## src/rtl/q_tile_buffer_pkg.sv

```systemverilog
// Shared types and default tile geometry for the Q-tile ping-pong buffer.
package q_tile_buffer_pkg;

    localparam int Q_VEC_W       = 16;
    localparam int DEF_Q_ROWS    = 4;
    localparam int DEF_KV_PASSES = 8;

    typedef logic [Q_VEC_W-1:0] q_vector_t;

endpackage

```

## src/rtl/q_tile_bank.sv

```systemverilog
// One bank of Q-tile storage: a single write port and an asynchronous read port.
module q_tile_bank
    import q_tile_buffer_pkg::*;
#(
    parameter int  ROWS   = DEF_Q_ROWS,
    localparam int ADDR_W = $clog2(ROWS)
) (
    input  logic               clk,
    input  logic               rst,
    input  logic               we,
    input  logic [ADDR_W-1:0]  waddr,
    input  logic [Q_VEC_W-1:0] wdata,
    input  logic [ADDR_W-1:0]  raddr,
    output logic [Q_VEC_W-1:0] rdata
);

    q_vector_t mem [ROWS];

    always_ff @(posedge clk or negedge rst) begin
        if (!rst) begin
            for (int i = 0; i < ROWS; i++) begin
                mem[i] <= '0;
            end
        end else if (we) begin
            mem[waddr] <= wdata;
        end
    end

    assign rdata = mem[raddr];

endmodule

```

## src/rtl/q_tile_buffer.sv

```systemverilog
// Ping-pong Q-tile buffer: fills one bank from the memory controller while the
// other bank is replayed KV_PASSES times to the PE array.
module q_tile_buffer
    import q_tile_buffer_pkg::*;
#(
    parameter int  Q_ROWS    = DEF_Q_ROWS,
    parameter int  KV_PASSES = DEF_KV_PASSES,
    localparam int ROW_W     = $clog2(Q_ROWS),
    localparam int PASS_W    = (KV_PASSES > 1) ? $clog2(KV_PASSES) : 1
) (
    input  logic               clk,
    input  logic               rst,
    input  logic               ctrl_vld,
    input  logic [Q_VEC_W-1:0] loaded_Q_vector,
    output logic               Q_sram_rdy,
    output logic               q_vld,
    output logic [Q_VEC_W-1:0] q_vector,
    output logic [ROW_W-1:0]   q_row_idx,
    output logic [PASS_W-1:0]  q_pass_idx,
    input  logic               pe_rdy,
    output logic               tile_done
);

    logic [1:0]         bank_full;
    logic [1:0]         bank_full_next;
    logic               wr_bank;
    logic               rd_bank;
    logic [ROW_W-1:0]   wr_ptr;
    logic [ROW_W-1:0]   rd_ptr;
    logic [PASS_W-1:0]  pass_cnt;
    logic               done_q;

    logic               wr_fire;
    logic               rd_fire;
    logic               wr_last;
    logic               rd_row_last;
    logic               pass_last;
    logic               tile_free;
    logic [Q_VEC_W-1:0] rdata0;
    logic [Q_VEC_W-1:0] rdata1;

    assign Q_sram_rdy  = !bank_full[wr_bank];
    assign q_vld       = bank_full[rd_bank];
    assign wr_fire     = ctrl_vld && Q_sram_rdy;
    assign rd_fire     = q_vld && pe_rdy;
    assign wr_last     = (wr_ptr == ROW_W'(Q_ROWS - 1));
    assign rd_row_last = (rd_ptr == ROW_W'(Q_ROWS - 1));
    assign pass_last   = (pass_cnt == PASS_W'(KV_PASSES - 1));
    assign tile_free   = rd_fire && rd_row_last && pass_last;

    q_tile_bank #(.ROWS(Q_ROWS)) u_bank0 (
        .clk   (clk),
        .rst   (rst),
        .we    (wr_fire && !wr_bank),
        .waddr (wr_ptr),
        .wdata (loaded_Q_vector),
        .raddr (rd_ptr),
        .rdata (rdata0)
    );

    q_tile_bank #(.ROWS(Q_ROWS)) u_bank1 (
        .clk   (clk),
        .rst   (rst),
        .we    (wr_fire && wr_bank),
        .waddr (wr_ptr),
        .wdata (loaded_Q_vector),
        .raddr (rd_ptr),
        .rdata (rdata1)
    );

    assign q_vector   = rd_bank ? rdata1 : rdata0;
    assign q_row_idx  = rd_ptr;
    assign q_pass_idx = pass_cnt;
    assign tile_done  = done_q;

    // Fill-complete and free always target different banks (writes need an
    // empty bank, reads a full one), so both can land in the same cycle.
    always_comb begin
        bank_full_next = bank_full;
        if (wr_fire && wr_last) begin
            bank_full_next[wr_bank] = 1'b1;
        end
        if (tile_free) begin
            bank_full_next[rd_bank] = 1'b0;
        end
    end

    always_ff @(posedge clk or negedge rst) begin
        if (!rst) begin
            bank_full <= '0;
            wr_bank   <= 1'b0;
            rd_bank   <= 1'b0;
            wr_ptr    <= '0;
            rd_ptr    <= '0;
            pass_cnt  <= '0;
            done_q    <= 1'b0;
        end else begin
            bank_full <= bank_full_next;
            done_q    <= tile_free;

            if (wr_fire) begin
                if (wr_last) begin
                    wr_ptr  <= '0;
                    wr_bank <= ~wr_bank;
                end else begin
                    wr_ptr <= wr_ptr + ROW_W'(1);
                end
            end

            if (rd_fire) begin
                if (rd_row_last) begin
                    rd_ptr <= '0;
                    if (pass_last) begin
                        pass_cnt <= '0;
                        rd_bank  <= ~rd_bank;
                    end else begin
                        pass_cnt <= pass_cnt + PASS_W'(1);
                    end
                end else begin
                    rd_ptr <= rd_ptr + ROW_W'(1);
                end
            end
        end
    end

endmodule

```

## config.mk

```make
export PLATFORM = sky130hd
export DESIGN_NAME = q_tile_buffer
export DESIGN_NICKNAME = d
export VERILOG_FILES = /design/src/rtl/q_tile_buffer_pkg.sv /design/src/rtl/q_tile_bank.sv /design/src/rtl/q_tile_buffer.sv
export SDC_FILE = /design/constraint.sdc
export NUM_CORES = 1
export LEC_CHECK = 0
export CORE_MARGIN = 10
export CORE_UTILIZATION = 48
export CTS_CLUSTER_SIZE = 40
export DETAILED_ROUTE_END_ITERATION = 6
export GPL_ROUTABILITY_DRIVEN = 0
export HOLD_SLACK_MARGIN = 0.06
export MAX_ROUTING_LAYER = met4
export PLACE_DENSITY = 0.71
export SLEW_MARGIN = 20
export SYNTH_ARGS = -nofsm -noshare
export SYNTH_HDL_FRONTEND = slang
export SYNTH_SLANG_ARGS = --single-unit
```

## constraint.sdc

```tcl
create_clock -name clk -period 4.1 [get_ports clk]
set_clock_uncertainty 0.1 [all_clocks]
set_input_delay 1.025 -clock clk [delete_from_list [all_inputs] [get_ports clk]]
set_output_delay 1.025 -clock clk [all_outputs]
set_load 0.01 [all_outputs]
```

==> results.sh <==
export IMPL_status="finished clean"
export IMPL_dp_hpwl_um=7780
export IMPL_final_cell_area_um2=7600
export IMPL_worst_setup_path_type="register to primary output"
export IMPL_antenna_cells=0
export IMPL_wire_per_inst_um=21.0
export IMPL_port_buffers=43
export IMPL_slowest_delay_ns=0.62
export IMPL_worst_slew_pin_slew_ns=0.820
export IMPL_grt_overflow_total=0
export IMPL_final_cells=619
export IMPL_htreeDepth=4
export IMPL_final_setup_tns_ns=0
export IMPL_timing_final_crit_share_pct=93.0
export IMPL_firstDrtPassIters=4
export IMPL_cts_setup_buffers=0
export IMPL_clockBufferDepth=2
export IMPL_viasPerCell=5.57
export IMPL_worstPathMaxFanout=23
export IMPL_netlist_instances=384
export IMPL_max_freq_mhz=262
export IMPL_crit_family="multiplexers"
export IMPL_endpoint_kind="primary output"
export IMPL_cts_tree="yes"
export IMPL_first_global_vias=3764
export IMPL_ys_warn_count=0
export IMPL_place_inst=590
export IMPL_cts_sinks=140
export IMPL_synth_area_per_cell_um2=16.9
export IMPL_synth_top_area_share_pct=53.9
export IMPL_slew_viol_final=0
export IMPL_synth_seq_cells=140
export IMPL_cp_slowest_cell="dfrtp_2"
export IMPL_synth_seq_area_share_pct=53.9
export IMPL_holdWs_ns=0.395
export IMPL_cts_resized=0
export IMPL_synthTopCellsByCount="mux2_2 (148), dfrtp_1 (140), mux4_1 (31)"
export IMPL_grt_pass1_wl_um=20800
export IMPL_synth_edf_count=0
export IMPL_die_y_um=136
export IMPL_design_core_area_um2=13200
export IMPL_totalWireLength_um=13000
export IMPL_grt_usage_pct=15.3
export IMPL_drive_gt1_share_pct=42.7
export IMPL_arrival_ns=2.69
export IMPL_critical_path_cell_chain="buf_12 > mux4_1 > mux2_2 > clkdlybuf4s50_1"
export IMPL_synthTopCellsByArea="dfrtp_1 (54%), mux2_2 (26%), mux4_1 (13%)"
export IMPL_p_leak_nw=3.42
export IMPL_syn_area_um2=6500
export IMPL_antenna_left=0
export IMPL_initial_core_util_pct=49.1
export IMPL_clkTransAtPathRegs_ns=0.05
export IMPL_nFillCells=1042
export IMPL_fin_crit_ns=3.81
export IMPL_use_met1_pct=19.0
export IMPL_startpoint_type="register"
export IMPL_grt_util_met3_pct=4.10
export IMPL_drc=0
export IMPL_maxCapViolations=0
export IMPL_ys_async_sr_fraction_pct=100
export IMPL_die_area_um2=18600
export IMPL_numCtsBuffers=17
export IMPL_first_iter_violations=202
export IMPL_dr_total_vias=3449
export IMPL_grt_max_degree=91
export IMPL_dieWidth_um=136
export IMPL_rows=42
export IMPL_yosysMostFrequentCell="mux2_2"
export IMPL_finalHoldViolations=0
export IMPL_peakVddDrop_v=0.000364
export IMPL_critPathBufInv=2
export IMPL_required_ns=2.97
export IMPL_io_pins=44
export IMPL_min_path_type="register to register"
export IMPL_area_growth_pct=16.9
export IMPL_setup_viol=0
export IMPL_grt_util_met2_pct=23.5
export IMPL_ys_flop_type="dfrtp_1"
export IMPL_slew_headroom_pct=45.3
export IMPL_clk_latency_ns=0.42
export IMPL_synthDistinctLibCells=24
export IMPL_nets=460
export IMPL_antenna_found_initial=0
export IMPL_cts_hold_buf=0
export IMPL_final_util_pct=57.4
export IMPL_cts_root_buf="clkbuf_16"
export IMPL_power_density_nw_per_um2=801
export IMPL_synth_top_area_cell="dfrtp_1"
export IMPL_top_usage_layer="met2"
export IMPL_synthesis_nets=411
export IMPL_placed_area_um2=7070
export IMPL_rsz0062_at_grt="false"
==> worst paths after layout <==
path / from / endpoint / depth (start not counted) / slack [ns]
hold reg to reg: u_bank1.mem[32] / u_bank1.mem[32] / 1 / 0.40
setup / recovery: q_row_idx[0] / q_vector[5] / 4 / 0.29
setup reg to reg: wr_ptr[0] / u_bank0.mem[48] / 5 / 1.91
max in group asynchronous: rst / u_bank0.mem[55] / 2 / 2.43
min in group asynchronous: rst / u_bank0.mem[48] / 1 / 0.57
hold / removal: u_bank1.mem[32] / u_bank1.mem[32] / 1 / 0.40
==> registers in the layout, indices dropped and copies added, names as in the netlist <==
name / flops
u_bank0.mem: 64
u_bank1.mem: 64
q_pass_idx: 3
bank_full: 2
q_row_idx: 2
wr_ptr: 2
rd_bank: 1
tile_done: 1
wr_bank: 1
==> metal layers <==
metal	vias to the layer above	part of all wire, %
met5	-	0
met2	54	48
met3	14	3.8
li1	1558	-
met4	0	1.5
met1	1823	47
==> worst reg2reg max path: cells and delay by family (launching register included) <==
| kind | cells | cell delay [ns] |
|---|---|---|
| buffers and inverters | 2 | 0.42 |
| muxes | 1 | 0.35 |
| and+or+nand+nor | 1 | 0.60 |
| DFF | 1 | 0.42 |
| adders and majority gates | 1 | 0.18 |
==> power breakdown <==
| part | switching [mW] | leakage [nW] | internal (mW) |
|---|---|---|---|
| registers | 0.356 | 1.72 | 2.04 |
| clock network | 0.515 | 0.262 | 0.858 |
| logic | 0.826 | 1.44 | 1.49 |
| total | 1.70 | 3.42 | 4.40 |
==> placed cells by master, fill, tap and decap left out, types with 3 or more instances in the layout <==
master / netlist / layout
and3_1: 6 / 6
buf_4: 4 / 9
clkbuf_1: 3 / 5
clkbuf_16: 0 / 17
clkbuf_8: 0 / 6
clkdlybuf4s50_1: 0 / 42
dfrtp_1: 140 / 139
ha_1: 7 / 7
mux2_1: 4 / 4
mux2_2: 148 / 148
mux4_1: 31 / 31
nand2_1: 3 / 3
nand2_4: 3 / 3
nor2_1: 5 / 5
==> layout make-up <==
| class | count | area [um^2] | share of cell area [%] |
|---|---|---|---|
| inverters | 2 | 7.51 | 0.0988 |
| repair buffers | 53 | 519 | 6.83 |
| well taps | 176 | 220 | 2.90 |
| clock buffers | 28 | 527 | 6.93 |
| clock inverters | 1 | 5.00 | 0.0658 |
| multi-input cells | 219 | 2820 | 37.1 |
| flip-flops and latches | 140 | 3500 | 46.1 |
==> cell families after synthesis <==
logic type / after synthesis / share of synthesized area (%)
simple gates: 21 / 2.10
fa+ha+maj: 7 / 1.35
compound gates: 6 / 0.539
buf+inv: 25 / 2.75
mux: 185 / 39.4
flops: 140 / 53.9
==> per-stage QoR <==
step,setup slack [ns],total power [mW]
after CTS,0.250,6.17
final,0.288,6.09
after detailed placement,0.698,4.76
after global placement,0.731,4.66
after global routing,0.214,6.45
after floorplan,1.45,3.96
(Power assumes the default switching activity.)
==> variant 1, RTL diff (same settings) <==
Make the reset (`rst`) synchronous in 2 clocked blocks. Comments in the files are not updated.
--- a/src/rtl/q_tile_bank.sv
+++ b/src/rtl/q_tile_bank.sv
@@ -17,5 +17,5 @@
     q_vector_t mem [ROWS];
 
-    always_ff @(posedge clk or negedge rst) begin
+    always_ff @(posedge clk) begin
         if (!rst) begin
             for (int i = 0; i < ROWS; i++) begin
--- a/src/rtl/q_tile_buffer.sv
+++ b/src/rtl/q_tile_buffer.sv
@@ -86,5 +86,5 @@
     end
 
-    always_ff @(posedge clk or negedge rst) begin
+    always_ff @(posedge clk) begin
         if (!rst) begin
             bank_full <= '0;
Formal check against the unedited RTL: differs if rst is asserted again (counterexample within 4 cycles, from zero or initial values and one cycle with rst low); with rst held inactive, the same outputs for 4 cycles.
==> variant 1 against the original RTL <==
Wire length grew 7.4%; area after synthesis increased by 1.3%; highest routed layer unchanged; sequential cell count grew 2; non-clock buffer count rose by 13; sequential share of layout area increased by 6.0 points; final area increased by 4.1%; first-iteration DRC count rose by 34%; worst setup slack improved by 0.054 ns; cell count is 7.1% higher.
Power is not compared: it rests on default switching activity, and its combinational part moved more than twofold at a synthesized area within 25%.
==> variant 1: results (changes against the original RTL) <==
Status
• result of the run: completed, unchanged

Synthesis
• proportion of synthesized chip area in sequential cells: 62.6%, was 53.9%
• portion of netlist area occupied by mux cells: 15.9%, was 39.4%
• number of synthesized flops with an enable pin: 128, was 0
• synthesized-area fraction occupied by adder cells: 0.760%, was 1.35%
• Synth Net Count: 434, was 411
• post-synthesis cell count: 410, was 384
• share of synthesized registers carrying an async set or reset: 0%, was 100%
• most common library cells after synthesis: and2_1 (129), edfxtp_1 (128), mux4_1 (28), was mux2_2 (148), dfrtp_1 (140), mux4_1 (31)
• complex-gate fraction of the synthesized area: 1.90%, was 0.539%

Final layout
• fraction of final layout cells with drive strength greater than 1: 17.9%, was 42.7%
• final layout net count: 498, was 460
• number of non-filler instances in the completed layout: 663, was 619

Worst setup path
• critical path arrival: 2.63 ns, was 2.69 ns
• maximum net fanout on the critical path: 32, was 23
• reg2reg start: wr_ptr[0]$_SDFFE_PN0N_, was wr_ptr[0]$_DFFE_PN0N_

Routing
• met2 routed WL: 7250 um, was 6240 um
• drt initial violations: 270, was 202
• Met3 Routed Length: 578 um, was 499 um
• drt via density: 5.51, was 5.57

GRT
• vias in the first global route: 3812, was 3764
• global-route wire length before repair: 21400 um, was 20800 um
• largest net degree at the start of global routing: 33, was 91
• combined global-route utilization of all metal layers: 16.1%, was 15.3%

STA
• transition time of the tightest slew-check pin: 0.757 ns, was 0.820 ns

==> variant 1: worst paths after layout <==
path	slack (ns)	end	cells past startpoint
worst min-delay path	0.41	q_pass_idx[2]$_SDFFE_PN0P_	2
worst max register to register	1.89	u_bank0.mem[1][14]$_SDFFCE_PN0P_	4
worst max-delay path	0.34	q_vector[15]	4
worst min register to register	0.41	q_pass_idx[2]$_SDFFE_PN0P_	2
==> variant 1: cell type report <==
| type | instances | area share [%] |
|---|---|---|
| Clock inverter | 14 | 2.14 |
| Tap cell | 176 | 2.78 |
| Inverter | 5 | 0.237 |
| Clock buffer | 18 | 5.42 |
| Timing Repair Buffer | 66 | 7.78 |
| Multi-Input combinational cell | 242 | 29.5 |
| Sequential cell | 142 | 52.1 |
==> variant 1: layer usage <==
layer	GRT usage (%)	up-vias
met1	18.1	1848
met3	4.07	24
met2	26.7	89
li1	-	1689
met4	7.03	0
met5	-	-
==> variant 1: kinds of logic after synthesis <==
family / after synthesis
mux: 52
compound gates: 21
buf+inv: 26
flops: 142
simple gates: 165
fa+ha+maj: 4
==> variant 1: stage by stage <==
step / instance area [um^2] / total power, mW / hold WS [ns] / setup WS, ns
6_report: 7910 / 3.44 / 0.409 / 0.342
5_1_grt: 7910 / 3.55 / 0.437 / 0.253
4_1_cts: 7910 / 3.46 / 0.412 / 0.310
3_5_place_dp: 7310 / 1.93 / 0.403 / 0.773
3_3_place_gp: 7310 / 1.92 / 0.386 / 0.782
2_1_floorplan: 6590 / 1.81 / 0.410 / 0.736
==> variant 1: worst max-delay path, stage by stage, from the launching register on <==
cell,delay [ns]
dfxtp_2,0.31
buf_4,0.46
mux4_1,0.63
mux2_2,0.29
clkdlybuf4s50_1,0.49
==> variant 1: where the power goes <==
part / switching [mW] / internal (mW) / total, mW
registers: 0.0256 / 1.65 / 1.67
logic: 0.118 / 0.108 / 0.226
clock network: 0.589 / 0.955 / 1.54
==> variant 2, RTL diff (same flow settings) <==
Made on the original files. Change the package constant `DEF_Q_ROWS` from 4 to 8.
--- a/src/rtl/q_tile_buffer_pkg.sv
+++ b/src/rtl/q_tile_buffer_pkg.sv
@@ -3,5 +3,5 @@
 
     localparam int Q_VEC_W       = 16;
-    localparam int DEF_Q_ROWS    = 4;
+    localparam int DEF_Q_ROWS    = 8;
     localparam int DEF_KV_PASSES = 8;
 
Ports: changed (resized q_row_idx); port bits go from 44 to 45. No check against the original RTL was run, so the function may have changed too.
==> variant 2 against the original RTL <==
Sequential power rose by 85%; utilization shrank 2.3 points; sequential cell count is 130 higher; first-iteration DRC count grew 98%; total power is 86% higher; clock power is 91% higher; area after synthesis rose by 92%; final area is 87% higher; wire length rose by 120%; worst setup slack lost 0.16 ns; largest power group unchanged.
==> variant 2: results (changes against the original RTL) <==
Worst setup path
• reg2reg start: wr_bank$_DFFE_PN0N_, was wr_ptr[0]$_DFFE_PN0N_
• critical path arrival: 2.84 ns, was 2.69 ns
• CP top delay family: buffers and inverters, was multiplexers
• path depth of the worst reg2reg path: 4, was 5
• standard cell with the maximum stage delay on the critical path: clkdlybuf4s50_1, was dfrtp_2
• Reg-to-Reg End: u_bank0.mem[23]$_DFFE_PN0P_, was u_bank0.mem[48]$_DFFE_PN0P_
• Worst path max stage delay: 0.58 ns, was 0.62 ns

Synthesis
• most common library cells after synthesis: dfrtp_1 (270), mux2_2 (268), mux2i_1 (81), was mux2_2 (148), dfrtp_1 (140), mux4_1 (31)
• count of unique library cells instantiated by Yosys: 40, was 24
• leading post-synthesis cells by cell area: dfrtp_1 (54%), mux2_2 (24%), mux2i_1 (6.5%), was dfrtp_1 (54%), mux2_2 (26%), mux4_1 (13%)
• post-synthesis cell count: 851, was 384
• complex-gate fraction of the synthesized area: 3.81%, was 0.539%
• proportion of synthesized chip area in sequential cells: 54.0%, was 53.9%
• synthesized-area fraction occupied by adder cells: 0.600%, was 1.35%
• Synth Net Count: 877, was 411
• portion of netlist area occupied by mux cells: 35.2%, was 39.4%
• share of synthesized registers carrying an async set or reset: 100%, unchanged

Final layout
• final layout net count: 911, was 460
• # fillers: 2096, was 1042
• number of non-filler instances in the completed layout: 1240, was 619
• Inserted Diodes: 0, unchanged
• fraction of final layout cells with drive strength greater than 1: 42.5%, was 42.7%

Status
• result of the run: completed, unchanged

Routing
• routed wire length per instance: 22.8 um, was 21.0 um
• total via count after detailed routing: 7200, was 3449
• drt initial violations: 400, was 202

GRT
• vias in the first global route: 7758, was 3764
• fraction of met3 tracks used by global routing: 2.96%, was 4.10%
• met1 track demand over resource: 23.0%, was 19.0%
• global-route wire length before repair: 44500 um, was 20800 um
• combined global-route utilization of all metal layers: 17.4%, was 15.3%
• largest net degree at the start of global routing: 90, was 91
• fraction of met2 tracks used by global routing: 27.5%, was 23.5%

Power
• peak supply drop: 0.000574 V, was 0.000364 V

Min path
• path category of the worst min-delay check: in2async, was reg2reg

Place
• placed wire-length estimate after detailed placement: 17400 um, was 7780 um
• post-detailed-placement cell area: 13200 um^2, was 7070 um^2
• Setup Slack @ Placement: 0.557 ns, was 0.698 ns

Clock tree
• depth of the CTS H-tree: 1, was 4
• clock transition at the registers of the reported paths: 0.06 ns
• clock buffers created by TritonCTS: 29, was 17
• Skew-Pair Late Insertion Delay: 0.54 ns, was 0.42 ns
• maximum buffer depth of the clock tree: 3, was 2

STA
• max-slew headroom at the worst pin: 53.7%, was 45.3%
• worst hold margin: 0.390 ns, was 0.395 ns

-- variant 2: final cells by class --
type / count / share of cell area (%)
clock inverters: 10 / 0.914
repair buffers: 72 / 5.36
multi-input cells: 510 / 37.4
flip-flops and latches: 270 / 47.5
inverters: 2 / 0.0527
well taps: 335 / 2.94
clock buffers: 41 / 5.83
-- variant 2: worst reg2reg max path, cell delays in order, from the launching register on --
cell	delay, ns
dfrtp_1	0.49
nor4b_4	0.45
and2b_1	0.33
buf_4	0.33
mux2_2	0.38
-- variant 2: how the worst max path moves through the flow --
stage / startpoint / end / slack, ns / cells after the start
floorplan: q_row_idx[1]$_DFFE_PN0N_ / q_vector[7] / 1.36 / 6
global placement: q_row_idx[2]$_DFFE_PN0N_ / q_vector[0] / 0.54 / 6
detailed placement: q_row_idx[2]$_DFFE_PN0N_ / q_vector[0] / 0.56 / 6
CTS: q_row_idx[1]$_DFFE_PN0N_ / q_vector[11] / 0.003 / 6
global route: q_row_idx[1]$_DFFE_PN0N_ / q_vector[0] / -0.006 / 7
finish: q_row_idx[1]$_DFFE_PN0N_ / q_vector[7] / 0.13 / 7
-- variant 2: repair_timing --
action,4_1_cts,5_1_grt
endpoints found under the setup margin,2,4
resized for setup,0,2
setup buffers,1,0
endpoints found under the hold margin,0,0
gates cloned,0,1
-- variant 2: layer usage --
layer / share of wire, % / wire length, um
met1: 45 / 12600
met2: 48 / 13600
met3: 5.3 / 1500
met4: 2.0 / 559
met5: 0 / 0
-- variant 2: where the power goes --
group          internal, mW  switching (mW)
combinational          2.46            1.84
clock                  1.59            1.03
sequential             3.79           0.652
total                  7.84            3.51
